--- config.mk ---
export PLATFORM = sky130hd
export DESIGN_NAME = bcd_snapshot_bank
export DESIGN_NICKNAME = d
export VERILOG_FILES = /design/src/rtl/bcd_pkg.sv /design/src/rtl/rise_detect.sv /design/src/rtl/bcd_snapshot_bank.sv
export SDC_FILE = /design/constraint.sdc
export NUM_CORES = 1
export LEC_CHECK = 0
export CORE_MARGIN = 2
export CORE_UTILIZATION = 50
export DETAILED_ROUTE_END_ITERATION = 7
export PLACE_DENSITY = 0.7
export SYNTH_ARGS = -nofsm -noshare
export SYNTH_HDL_FRONTEND = slang
export SYNTH_SLANG_ARGS = --single-unit
--- constraint.sdc ---
create_clock -name clk -period 4.6 [get_ports clk]
set_input_delay 1.15 -clock clk [delete_from_list [all_inputs] [get_ports clk]]
set_output_delay 1.15 -clock clk [all_outputs]
set_load 0.03 [all_outputs]
--- src/rtl/bcd_pkg.sv ---
// Shared types and helpers for the BCD snapshot bank.
package bcd_pkg;

  localparam int DIGIT_W = 4;

  typedef enum logic {
    ST_LIVE = 1'b0,
    ST_HOLD = 1'b1
  } state_t;

  // Index width for a history of 'depth' slots (at least one bit).
  function automatic int ptr_w(input int depth);
    return (depth <= 2) ? 1 : $clog2(depth);
  endfunction

endpackage

--- src/rtl/rise_detect.sv ---
// Rising-edge detector for a level key input: one register plus an AND gate.
module rise_detect (
  input  logic clk,
  input  logic rst_n,
  input  logic in,
  output logic pulse
);

  logic prev;

  // Remember last cycle's level; resets low so a key already held at reset
  // release produces a pulse on the first clock.
  always_ff @(posedge clk or negedge rst_n) begin
    if (!rst_n) prev <= 1'b0;
    else        prev <= in;
  end

  assign pulse = in & ~prev;

endmodule

--- src/rtl/bcd_snapshot_bank.sv ---
// Display snapshot store: LIVE pass-through, HOLD on save, circular history
// of the last DEPTH saved readings that can be stepped newest-to-oldest.
// The FSM state is visible on the 'hold' output (1 = ST_HOLD).
module bcd_snapshot_bank
  import bcd_pkg::*;
#(
  parameter int DIGITS = 4,
  parameter int DEPTH  = 8
) (
  input  logic                           clk,
  input  logic                           rst_n,
  input  logic [DIGIT_W*DIGITS-1:0]      din,
  input  logic                           save,
  input  logic                           next,
  input  logic                           resume,
  input  logic                           clear,
  output logic [DIGIT_W*DIGITS-1:0]      dout,
  output logic                           hold,
  output logic [ptr_w(DEPTH)-1:0]        view_idx,
  output logic [ptr_w(DEPTH):0]          count,
  output logic                           full
);

  localparam int DW = DIGIT_W * DIGITS;
  localparam int PW = ptr_w(DEPTH);
  localparam int CW = PW + 1;
  localparam logic [CW-1:0] CNT_MAX = CW'(DEPTH);

  state_t          state, state_n;
  logic [DW-1:0]   dout_n;
  logic [PW-1:0]   view_n;
  logic [CW-1:0]   count_n;
  logic [PW-1:0]   wr_ptr, wr_n;
  logic            we;
  logic            capture;
  logic [CW-1:0]   view_inc;
  logic [PW-1:0]   step_view;
  logic [PW-1:0]   rd_idx;

  logic [DW-1:0]   mem [DEPTH];

  rise_detect u_save_edge (
    .clk   (clk),
    .rst_n (rst_n),
    .in    (save),
    .pulse (capture)
  );

  // View stepping wraps at the number of valid snapshots, not at DEPTH.
  assign view_inc  = {1'b0, view_idx} + 1'b1;
  assign step_view = (view_inc == count) ? '0 : view_inc[PW-1:0];
  // Age 0 is the slot just behind the write pointer; wraps modulo DEPTH.
  assign rd_idx    = wr_ptr - 1'b1 - step_view;

  // Next-state and output decode; priority clear > capture > resume > next.
  always_comb begin
    state_n = state;
    dout_n  = (state == ST_LIVE) ? din : dout;
    view_n  = view_idx;
    count_n = count;
    wr_n    = wr_ptr;
    we      = 1'b0;
    if (clear) begin
      state_n = ST_LIVE;
      dout_n  = din;
      view_n  = '0;
      count_n = '0;
      wr_n    = '0;
    end else if (capture) begin
      we      = 1'b1;
      state_n = ST_HOLD;
      dout_n  = din;
      view_n  = '0;
      wr_n    = wr_ptr + 1'b1;
      count_n = (count == CNT_MAX) ? count : count + 1'b1;
    end else if (resume && state == ST_HOLD) begin
      state_n = ST_LIVE;
      dout_n  = din;
    end else if (next && state == ST_HOLD) begin
      view_n  = step_view;
      dout_n  = mem[rd_idx];
    end
  end

  // Control and display registers; reset is immediate.
  always_ff @(posedge clk or negedge rst_n) begin
    if (!rst_n) begin
      state    <= ST_LIVE;
      dout     <= '0;
      view_idx <= '0;
      count    <= '0;
      wr_ptr   <= '0;
    end else begin
      state    <= state_n;
      dout     <= dout_n;
      view_idx <= view_n;
      count    <= count_n;
      wr_ptr   <= wr_n;
    end
  end

  // History storage: written only on capture, never reset or erased.
  always_ff @(posedge clk) begin
    if (we) mem[wr_ptr] <= din;
  end

  assign hold = (state == ST_HOLD);
  assign full = (count == CNT_MAX);

endmodule

==> results of run 1 <==
## state kept, by name, indices dropped and copies added (netlist names)
register	count
mem	128
dout	16
count	4
view_idx	3
wr_ptr	3
hold	1
u_save_edge.prev	1
## final cells by class
cell class	instances	area (um^2)
Fill cell	892	4800
Sequential cell	156	4540
Multi-Input combinational cell	197	1760
Timing Repair Buffer	63	588
Clock buffer	17	425
Clock inverter	15	223
Tap cell	172	215
Inverter	3	11.3
## critical path: stages, from the launching register on
cell and delay, ns:
dfrtp_1 0.47, ha_1 0.37, xor2_1 0.26, a211oi_1 0.08
nand2_1 0.19, nand2b_1 0.11, ha_2 0.19, fa_1 0.48
buf_4 0.43, mux4_2 0.37, a21bo_1 0.19, a31oi_1 0.09
## cell families (layout without fill, tap and decap cells)
| family | Yosys count | in the layout |
|---|---|---|
| buffers and inverters | 27 | 98 |
| adders and majority gates | 6 | 6 |
| DFF | 156 | 156 |
| xor gates and xnor gates | 10 | 10 |
| and+or+nand+nor | 90 | 90 |
| AOI/OAI and AO/OA | 58 | 58 |
| muxes | 33 | 33 |
## power breakdown
part | total, mW | internal (mW) | switching (mW) | leakage (nW)
combinational | 0.311 | 0.154 | 0.157 | 0.868
sequential | 1.56 | 1.55 | 0.0136 | 1.50
clock | 1.52 | 0.960 | 0.561 | 0.299
## final timing paths
kind / start / end / slack (ns) / cells past startpoint
max: view_idx[0] / dout[8] / 1.22 / 11
min: view_idx[1] / view_idx[1] / 0.61 / 1
max reg2reg: view_idx[0] / dout[8] / 1.22 / 11
min reg2reg: view_idx[1] / view_idx[1] / 0.61 / 1
max in group asynchronous: rst_n / dout[8] / 3.15 / 2
min in group asynchronous: rst_n / count[2] / 1.14 / 2
## layer usage
layer,GRT usage [%],routed length [um]
met5,0,0
met1,26.4,5460
met3,4.67,695
met2,36.8,7220
met4,9.26,297
## per-stage QoR
step                cells  total power [mW]
global route          623              3.50
CTS                   623              3.42
global placement      591              1.90
detailed placement    591              1.91
floorplan             380              1.80
finish                623              3.40
## cell usage in the layout, fill, tap and decap left out, types with 4 or more instances in the layout
master	synthesis	layout
nand2_1	26	26
o21ai_0	17	17
bufinv_16	0	5
a21bo_1	14	14
ha_1	5	4
dfrtp_1	28	28
xnor2_1	7	7
clkinvlp_4	0	5
buf_4	1	17
clkdlybuf4s50_1	0	46
a31oi_1	17	17
edfxtp_1	128	128
nor2_1	30	30
nand2b_1	4	4
mux4_2	32	32
clkbuf_16	0	17
nand3_1	16	16
==> impl_metrics.toml, run 1 <==
[status]
run_status = "complete, no violations"

[global_routing]
track_usage_pct = 21.5
antenna_found_initial = 0
grt_max_degree = 34
first_global_vias = 3904
grt_pass1_wl_mm = 21.8
overflow = 0

[die]
rows = 41
ios = 47
core_mm2 = 0.0126
die_h_um = 117
dieArea_mm2 = 0.0138
start_util_pct = 51.1
fp.dieW_um = 117

[synthesis]
synth_top_area_share_pct = 59.8
synth-seq-area-share_pct = 70.8
avgSynthCellArea_um2 = 16.9
synth_compound_area_share_pct = 6.53
ys_top_cells_by_count = "edfxtp_1 (128), mux4_2 (32), nor2_1 (30)"
synth_edf_count = 128
synth_xor_area_share_pct = 1.36
ys_async_sr_fraction_pct = 17.9
synth_top_area_cell = "edfxtp_1"
yosysMostFrequentCell = "edfxtp_1"
syn-num-nets = 408
muxShareOfSynthArea_pct = 11.4
synth_flop_cell = "edfxtp_1"
yosysUniqueCellTypes = 36
synth_area_mm2 = 0.00642
synth_top_family_by_area = "multiplexers"
yosysWarnings = 0
syn_inst = 380
synth.area.top_cells = "edfxtp_1 (60%), mux4_2 (11%), dfrtp_1 (11%)"
synthSimpleGateAreaFrac_pct = 6.45
synth-adder-area-share_pct = 1.29
ys_seq_elements = 156

[pwr]
leakage_nw = 2.67
p_per_area_mw_per_mm2 = 437
ir_worst_vdd_mv = 0.247

[cts]
path_clk_slew_ns = 0.06
cts_resized = 0
cts.path.max_buffers = 2
holdBufCountCts = 0
htree_num_levels = 4
cts_sinks = 156
cts_root_buffer = "clkbuf_16"
numCtsBuffers = 17
cts_tree = "yes"
worst_skew_pair.late_latency_ns = 0.43
postCtsSetupRepairBufs = 0

[detailed_routing]
antenna_left = 0
wl_per_cell_um = 22.0
drt_iter0_drc = 302
vias = 3618
firstDrtPassIters = 5
drc_errors = 0
wirelength_mm = 13.7
vias_per_cell = 5.81

[sta]
final.setup_skew_ns = 0.00856
rsz0062_at_grt = "false"
worstMarginPinSlew_ns = 0.672
slew_violations = 0
fmax_ghz = 0.295
hold_viol = 0
period_needed_ns = 3.38
fin_setup_tns_ns = 0
whs_ns = 0.606
slew_headroom_pct = 55.2
setup_viol = 0
fin_crit_sh_pct = 73.6
fin_ws_ns = 1.22

[critical_path]
cp.arrival_ns = 3.66
startpoint_type = "register"
worst_ep_required_time_ns = 4.88
path_class = "reg2reg"
endpoint_kind = "register"
crit_fanout = 32

[cells_and_area]
num_antenna_cells = 0
drive_gt1_share_pct = 19.7
fin_util_pct = 61.8
areaGrowthSynthToFinish_pct = 20.9
final_cell_area_mm2 = 0.00777
layout.nets = 466

[job]
max_cap_violations = 0

[worst_hold_path]
hold_path_class = "reg2reg"

[placed_design]
place_congestion = 0.737
dp_hpwl_mm = 7.97
dp_worst_setup_slack_ns = 1.17
place_area_mm2 = 0.00712
port_buffers = 46
(Power assumes the default switching activity.)
==> run 2: changes to the inputs <==
- clock period: 4.6 -> 3.51 ns (I/O delays scaled with it)
==> run 2 against run 1 <==
Against the previous run: non-clock buffer count increased by 7; register-to-register slack got worse by 0.96 ns; worst hold slack improved by 0.020 ns; total power increased by 32%; sequential cell count unchanged; critical path depth increased by 1; design area increased by 1.7%; sequential power increased by 31%; clock skew decreased by 0.0019 ns; utilization increased by 1.0 points; die area unchanged.
==> impl_metrics.toml, run 2 (synthesized netlist as in run 1, its figures left out) <==
[status]
run_status = "complete, no violations"

[sta]
fin_ws_ns = 0.252
period_needed_ns = 3.26
slew_headroom_pct = 38.1
slew_violations = 0
hold_viol = 0
setup_viol = 0
fin_crit_sh_pct = 92.8
worstMarginPinSlew_ns = 0.923
fmax_ghz = 0.307
final.setup_skew_ns = 0.00670

[detailed_routing]
firstDrtPassIters = 4
vias_per_cell = 5.72
wirelength_mm = 13.5
wl_per_cell_um = 21.4
drc_errors = 0
antenna_left = 0
vias = 3606
drt_iter0_drc = 369

[critical_path]
startpoint_type = "register"
path_class = "reg2reg"
slowest_delay_ns = 0.46
crit_fanout = 32
endpoint_kind = "register"
crit_path_frequent_cell = "xnor2_1"
cp.arrival_ns = 3.59
path_cells = "ha_1 -> xnor2_2 -> xnor2_1 -> nand2_1 -> nand2b_1 -> ha_2 -> fa_1 -> xnor2_1 -> or3_1 -> buf_4 -> a21bo_2 -> a31oi_1"
worst_ep_required_time_ns = 3.84
critical_path.slowest_cell = "dfrtp_1"

[pwr]
p_seq_share_pct = 45.6
clock_power_share_pct = 45.0
ir_worst_vdd_mv = 0.413
leakage_nw = 2.74
combPwrFrac_pct = 9.4
p_int_mw = 3.57
p_sw_mw = 0.922
finalPower_mw = 4.49
p_per_area_mw_per_mm2 = 569
swShare_pct = 20.5

[global_routing]
overflow = 0
grt_pass1_wl_mm = 21.4
track_usage_pct = 21.1
antenna_found_initial = 0
first_global_vias = 3786
grt_max_degree = 34

[cells_and_area]
fillers = 905
largest_register_ffs = 128
num_antenna_cells = 0
reg.largest.list = "mem: 128 flops, dout: 16 flops, count: 4 flops"
layout_commonest_cell = "edfxtp_1"
multi_input_area_mm2 = 0.00178
seq_area_mm2 = 0.00454
drive_gt1_share_pct = 20.7
layout_common_cells = "edfxtp_1 (128), clkdlybuf4s50_1 (46), mux4_2 (32)"
final_cell_area_mm2 = 0.00790
largest_register = "mem"
layout.nets = 473
areaGrowthSynthToFinish_pct = 23.0
final_cells = 630

[cts]
cts.path.max_buffers = 2
holdBufCountCts = 0
worst_skew_pair.late_latency_ns = 0.42
path_clk_slew_ns = 0.06
numCtsBuffers = 17
htree_num_levels = 4
cts_tree = "yes"
cts_root_buffer = "clkbuf_16"
cts_sinks = 156

[placed_design]
place_congestion = 0.813
place_area_mm2 = 0.00722
port_buffers = 46
dp_worst_setup_slack_ns = 0.265
dp_hpwl_mm = 8.00
placedCellCount = 598

[die]
die_h_um = 117
ios = 47
fp.dieW_um = 117
dieArea_mm2 = 0.0138
start_util_pct = 51.1
core_mm2 = 0.0126
rows = 41

[job]
max_cap_violations = 0

[worst_hold_path]
hold_path_class = "reg2reg"
## run 2: cell type report
cell class,instances,share of cell area (%)
clock buffers,19,5.48
clock inverters,13,2.80
inverters,3,0.143
multi-input cells,197,22.6
flip-flops and latches,156,57.5
well taps,172,2.72
repair buffers,70,8.74
## run 2: stage by stage
| stage | setup TNS (ns) | hold slack, ns | utilization, % |
|---|---|---|---|
| 3_5_place_dp | 0 | 0.618 | 57.5 |
| 2_1_floorplan | 0 | 0.574 | - |
| 3_3_place_gp | 0 | 0.593 | 57.5 |
| 6_report | 0 | 0.626 | 62.8 |
| 4_1_cts | 0 | 0.635 | 62.7 |
| 5_1_grt | -0.0118 | 0.654 | 62.8 |
## run 2: final timing paths
| check | start | end | slack (ns) | cells past startpoint |
|---|---|---|---|---|
| worst max-delay path | view_idx[0] | dout[15] | 0.25 | 12 |
| worst min-delay path | count[3] | count[3] | 0.63 | 2 |
| worst max register to register | view_idx[0] | dout[15] | 0.25 | 12 |
| worst min register to register | count[3] | count[3] | 0.63 | 2 |
| max in group asynchronous | rst_n | dout[13] | 2.35 | 2 |
| min in group asynchronous | rst_n | view_idx[0] | 0.86 | 2 |
## run 2: power groups by stage
stage | registers [mW] | clock network, mW | logic [mW]
6_report | 2.05 | 2.02 | 0.421
5_1_grt | 2.05 | 2.12 | 0.459
4_1_cts | 2.05 | 2.04 | 0.428
3_5_place_dp | 2.09 | 0 | 0.425
3_3_place_gp | 2.09 | 0 | 0.415
2_1_floorplan | 2.11 | 0 | 0.248
## run 2: critical path: cells and delay by family, from the launching register on
| family | cells | cell delay [ns] |
|---|---|---|
| AOI/OAI and AO/OA | 2 | 0.42 |
| buffers and inverters | 1 | 0.26 |
| and+or+nand+nor | 3 | 0.61 |
| adders and majority gates | 3 | 0.84 |
| DFF | 1 | 0.46 |
| xor gates and xnor gates | 3 | 0.58 |
## run 2: what timing repair did
action / 4_1_cts / 5_1_grt
setup buffers: 0 / 0
endpoints found under the setup margin: 0 / 6
resized for setup: 0 / 3
## run 2: layer usage
| metal | wire length, um | up-vias | GRT usage [%] |
|---|---|---|---|
| met5 | 0 | - | 0 |
| met4 | 208 | 0 | 8.43 |
| met1 | 5580 | 1862 | 27.2 |
| met3 | 758 | 17 | 4.52 |
| li1 | - | 1605 | - |
| met2 | 6950 | 122 | 35.2 |
==> run 3: changes to the inputs <==
- SLEW_MARGIN: unset -> 15
==> results of run 3 <==
No change in the layout: final DEF, timing and power equal those of run 2.
